===== src/rtl/stopwatch_ctrl.sv =====
// Stopwatch control sequencer: button debounce, Idle/Run/Pause/Lap FSM and count-tick divider.
// All outputs are registered and change on the same edge as the state register.
module stopwatch_ctrl #(
  parameter int CLK_DIV         = 1200000,
  parameter int DEBOUNCE_CYCLES = 50000,
  parameter bit STOP_AT_MAX     = 1'b1
) (
  input  logic       CLK,
  input  logic       RST,
  input  logic       btn_clear,
  input  logic       btn_start,
  input  logic       btn_stop,
  input  logic       btn_lap,
  input  logic       count_at_max,
  output logic       count_en,
  output logic       count_clr,
  output logic       lap_latch,
  output logic       lap_active,
  output logic [1:0] state,
  output logic       running
);

  localparam int DW = $clog2(CLK_DIV);
  localparam int CW = $clog2(DEBOUNCE_CYCLES + 1);
  localparam logic [DW-1:0] DIV_LAST = DW'(CLK_DIV - 1);
  localparam logic [CW-1:0] DB_LAST  = CW'(DEBOUNCE_CYCLES - 1);

  typedef enum logic [1:0] {
    S_IDLE  = 2'b00,
    S_RUN   = 2'b01,
    S_PAUSE = 2'b10,
    S_LAP   = 2'b11
  } state_t;

  state_t st, st_n;

  // Button bit order: 0 clear, 1 stop, 2 start, 3 lap
  logic [3:0]    btn_raw, sync1, sync2, deb, deb_d, press;
  logic [CW-1:0] db_cnt [4];

  assign btn_raw = {btn_lap, btn_start, btn_stop, btn_clear};

  always_ff @(posedge CLK or posedge RST) begin
    if (RST) begin
      sync1 <= '0;
      sync2 <= '0;
      deb   <= '0;
      deb_d <= '0;
      press <= '0;
      for (int i = 0; i < 4; i++) db_cnt[i] <= '0;
    end else begin
      sync1 <= btn_raw;
      sync2 <= sync1;
      deb_d <= deb;
      press <= deb & ~deb_d;
      for (int i = 0; i < 4; i++) begin
        if (sync2[i] == deb[i]) begin
          db_cnt[i] <= '0;
        end else if (db_cnt[i] == DB_LAST) begin
          deb[i]    <= ~deb[i];
          db_cnt[i] <= '0;
        end else begin
          db_cnt[i] <= db_cnt[i] + CW'(1);
        end
      end
    end
  end

  // Fixed priority: clear > stop > start > lap; only the winner can act
  logic w_clr, w_stop, w_start, w_lap;
  assign w_clr   = press[0];
  assign w_stop  = press[1] & ~press[0];
  assign w_start = press[2] & ~|press[1:0];
  assign w_lap   = press[3] & ~|press[2:0];

  logic [DW-1:0] div, div_n;
  logic          run_like, tick, max_stop;
  logic          en_n, clr_n, latch_n;

  assign run_like = (st == S_RUN) || (st == S_LAP);
  assign tick     = run_like && (div == DIV_LAST);
  assign max_stop = tick && count_at_max && STOP_AT_MAX;

  always_comb begin
    st_n    = st;
    clr_n   = 1'b0;
    latch_n = 1'b0;
    case (st)
      S_IDLE: begin
        if (w_clr)        clr_n = 1'b1;
        else if (w_start) st_n  = S_RUN;
      end
      S_RUN: begin
        if (w_clr) begin
          st_n  = S_IDLE;
          clr_n = 1'b1;
        end else if (w_stop) begin
          st_n = S_PAUSE;
        end else if (w_lap) begin
          st_n    = S_LAP;
          latch_n = 1'b1;
        end
      end
      S_LAP: begin
        if (w_clr) begin
          st_n  = S_IDLE;
          clr_n = 1'b1;
        end else if (w_stop) begin
          st_n = S_PAUSE;
        end else if (w_lap) begin
          st_n = S_RUN;
        end
      end
      default: begin
        if (w_clr) begin
          st_n  = S_IDLE;
          clr_n = 1'b1;
        end else if (w_start) begin
          st_n = S_RUN;
        end
      end
    endcase
    // A button transition takes precedence over the auto-pause at max
    if ((st_n == st) && max_stop) st_n = S_PAUSE;
    en_n = tick && !max_stop && (st_n != S_IDLE);
    if (st_n == S_IDLE)  div_n = '0;
    else if (run_like)   div_n = tick ? '0 : div + DW'(1);
    else                 div_n = div;
  end

  always_ff @(posedge CLK or posedge RST) begin
    if (RST) begin
      st         <= S_IDLE;
      div        <= '0;
      count_en   <= 1'b0;
      count_clr  <= 1'b0;
      lap_latch  <= 1'b0;
      lap_active <= 1'b0;
      running    <= 1'b0;
    end else begin
      st         <= st_n;
      div        <= div_n;
      count_en   <= en_n;
      count_clr  <= clr_n;
      lap_latch  <= latch_n;
      lap_active <= (st_n == S_LAP);
      running    <= (st_n == S_RUN) || (st_n == S_LAP);
    end
  end

  assign state = st;

endmodule


===== config.mk =====
export PLATFORM = sky130hd
export DESIGN_NAME = stopwatch_ctrl
export DESIGN_NICKNAME = d
export VERILOG_FILES = /design/src/rtl/stopwatch_ctrl.sv
export SDC_FILE = /design/constraint.sdc
export NUM_CORES = 1
export LEC_CHECK = 0
export ABC_AREA = 1
export BUFFER_PORTS_ARGS = -buffer_cell sky130_fd_sc_hd__buf_2
export CAP_MARGIN = 20
export CORE_UTILIZATION = 38
export CTS_CLUSTER_SIZE = 40
export DETAILED_ROUTE_END_ITERATION = 10
export GPL_TIMING_DRIVEN = 0
export PLACE_DENSITY = 0.62
export SLEW_MARGIN = 10
export SYNTH_ARGS = -nofsm -noshare
export SYNTH_HDL_FRONTEND = slang
export SYNTH_SLANG_ARGS = --single-unit

===== constraint.sdc =====
create_clock -name CLK -period 8.5 [get_ports CLK]
set_input_delay 2.125 -clock CLK [delete_from_list [all_inputs] [get_ports CLK]]
set_output_delay 2.125 -clock CLK [all_outputs]
set_load 0.005 [all_outputs]

==> flow_summary.yaml <==
run_status:
  status: "complete, but fails checks"
  violations: "DRC"
clock_tree:
  cts-root-buf: "clkbuf_16"
  clkLatencyLatePin_ns: 0.35
  post_cts_resized: 0
  hold_buffers: 0
  cts.clk_slew.worst_paths_ns: 0.07
  cts_tree: "built"
  cts_setup_buffers: 0
  cts.sinks: 111
  cts_made_buffers: 9
  htreeDepth: 3
  max-clock-path-buffers: 2
worst_setup_path:
  cp_max_fo: 4
  critPathMaxStageDelay_ns: 0.46
  start_kind: "flip-flop"
  timing.rr.end: "div[13]"
  path_class: "reg2out"
  reg2reg_depth: 12
  reg2reg_from: "div[0]"
  arrival_ns: 1.09
  required_ns: 6.38
  critPathSlowestCell: "dfrtp_1"
  worstPathCellList: "buf_4, buf_2"
  critPathCaptureType: "output pin"
  r2r_slack_ns: 6.51
layout:
  area_growth_pct: 10.5
  drive_above_1_share: 0.101
  register_area_um2: 2780
  antenna_cells: 0
  fillers: 1419
  final_util: 0.433
  layout.nets: 752
  multi_input_area_um2: 2570
  fin_cells: 928
global_route:
  grt_overflow: 0
  grt_pass1_wl_mm: 20.0
  antenna_found_initial: 0
  grt_max_degree: 89
  grt_pass1_vias: 4257
  grt_util_all_layers: 0.160
drt:
  drtIter0Drc: 314
  num_vias: 4555
  route.antenna.remaining_nets: 0
  drc_errors: 2
  wl_per_cell_um: 12.2
  dr.pass1.iters: 8
  drt-total-wl_mm: 11.4
  viasPerCell: 4.91
synth:
  syn-cell-area_um2: 5740
  synth_edf_count: 0
  avgSynthCellArea_um2: 8.03
  synth_warnings: 0
  ys.flop_type: "dfrtp_1"
  ys_types: 35
  synthTopCellsByArea: "dfrtp_1, nand2_1, nor2_1, inv_1, nand3_1"
  synth_nets: 727
  synth_common_cells: "nand2_1, nor2_1, dfrtp_1"
  syn-instance-count: 715
  synth_area_leader_cell: "dfrtp_1"
  synth_seq_cells: 111
  ys_seq_area_frac: 0.484
  async_reset_ff_frac: 1.00
  yosys.area.top_type_share: 0.484
  synth_most_common_cell: "nand2_1"
power_and_ir_drop:
  seqPwrFrac: 0.561
  power_switching_share: 0.227
  pwr-share-clk: 0.410
  netSwitchingPower_w: 0.000218
  combPwrFrac: 0.029
  vdd_drop_max_mv: 0.0962
  cellPowerDensity_nw_per_um2: 151
  leakagePower_nw: 2.62
  internal-power_w: 0.000742
  finalPower_w: 0.000960
place:
  io_buffer_count: 13
  dp_hpwl_mm: 8.21
  place_inst: 913
  gp_congestion: 0.885
sta:
  timing.slew.headroom: 0.611
  finalSetupViolCount: 0
  fin_tns_setup_ns: 0
  rsz0062_at_grt: "no"
  timing.final.crit_share: 0.379
  fin_skew_ns: 0.0113
  report.final.slew_viol_count: 0
  max_freq_mhz: 311
  tightest_slew_ns: 0.580
  whs_ns: 0.350
  hold_viol: 0
  final.min_clock_period_ns: 3.22
floorplan:
  ioPinCount: 14
  floorplan.core_area_um2: 14600
  start_util: 0.392
  die_h_um: 125
  placementRows: 44
  die_area_um2: 15600
  dieWidth_um: 125
min_path:
  holdPathEnd: "sync2[2]"
  whs_path_depth: 0
  hp-class: "reg2reg"
  hp-start: "sync1[2]"
job:
  maxCapViolations: 0
[cell families after synthesis]
kind of cell,after synthesis,synth area share
compound gates,37,0.0399
xor+xnor,32,0.0488
fa+ha+maj,5,0.0109
buf+inv,100,0.0684
flops,111,0.484
mux,1,0.00196
simple gates,429,0.346
[cells in the final DEF, fill, tap and decap left out, types with 9 or more instances in the layout]
cell / netlist / final
buf_2: 0 / 13
inv_1: 87 / 86
nor2_2: 11 / 11
clkbuf_16: 0 / 9
xor2_1: 21 / 21
nor3_1: 31 / 31
xnor2_1: 11 / 11
nor2_1: 125 / 125
nor3b_1: 20 / 20
nor4_1: 15 / 15
nand3_1: 58 / 58
dfrtp_1: 111 / 111
o21ai_0: 10 / 10
nand4_1: 19 / 19
nand2_1: 133 / 133
a21oi_1: 11 / 11
[layer usage]
metal / vias up / routed length, um / global-route usage
li1: 2366 / - / -
met1: 2091 / 5660 / 0.213
met2: 88 / 5090 / 0.253
met3: 10 / 488 / 0.0382
met4: 0 / 121 / 0.0581
met5: - / 0 / 0
[per-stage QoR]
step / area (um2) / setup slack [ns]
3_5_place_dp: 6070 / 5.27
3_3_place_gp: 6040 / 2.07
6_report: 6340 / 5.28
4_1_cts: 6340 / 5.24
5_1_grt: 6340 / 5.23
2_1_floorplan: 5740 / 3.44
[state kept, by name, indices dropped and copies added (netlist names)]
register    cells
db_cnt         64
deb_d           4
lap_latch       1
state           2
count_en        1
deb             4
lap_active      1
sync2           4
sync1           4
count_clr       1
div            21
press           4
[worst max-delay path by stage]
stage / startpoint / to / cells past startpoint
6_report: state[0] / state[0] / 2
5_1_grt: state[0] / state[0] / 2
4_1_cts: state[0] / state[0] / 2
3_5_place_dp: count_at_max / div[13] / 8
3_3_place_gp: RST / div[6] / 2
2_1_floorplan: RST / count_clr / 1
[power groups by stage]
| stage | clock [W] | sequential (W) | combinational, W |
|---|---|---|---|
| floorplan | 0 | 0.000548 | 0.0000196 |
| global placement | 0 | 0.000549 | 0.0000271 |
| detailed placement | 0 | 0.000549 | 0.0000295 |
| CTS | 0.000414 | 0.000538 | 0.0000295 |
| global route | 0.000433 | 0.000539 | 0.0000332 |
| finish | 0.000394 | 0.000538 | 0.0000278 |
[layout make-up]
| cell class | count | area share |
|---|---|---|
| tap | 184 | 0.0363 |
| inverter | 95 | 0.0574 |
| multi-input combinational | 504 | 0.405 |
| buffer | 5 | 0.00533 |
| timing repair buffer | 14 | 0.0146 |
| sequential | 111 | 0.438 |
| clock inverter | 5 | 0.00690 |
| clock buffer | 10 | 0.0361 |
[critical path: cells and delay by family (launching register included)]
kind	cells	cell delay, ns
DFF	1	0.46
buffers and inverters	2	0.27
No activity file was read; power rests on OpenSTA's default activity.
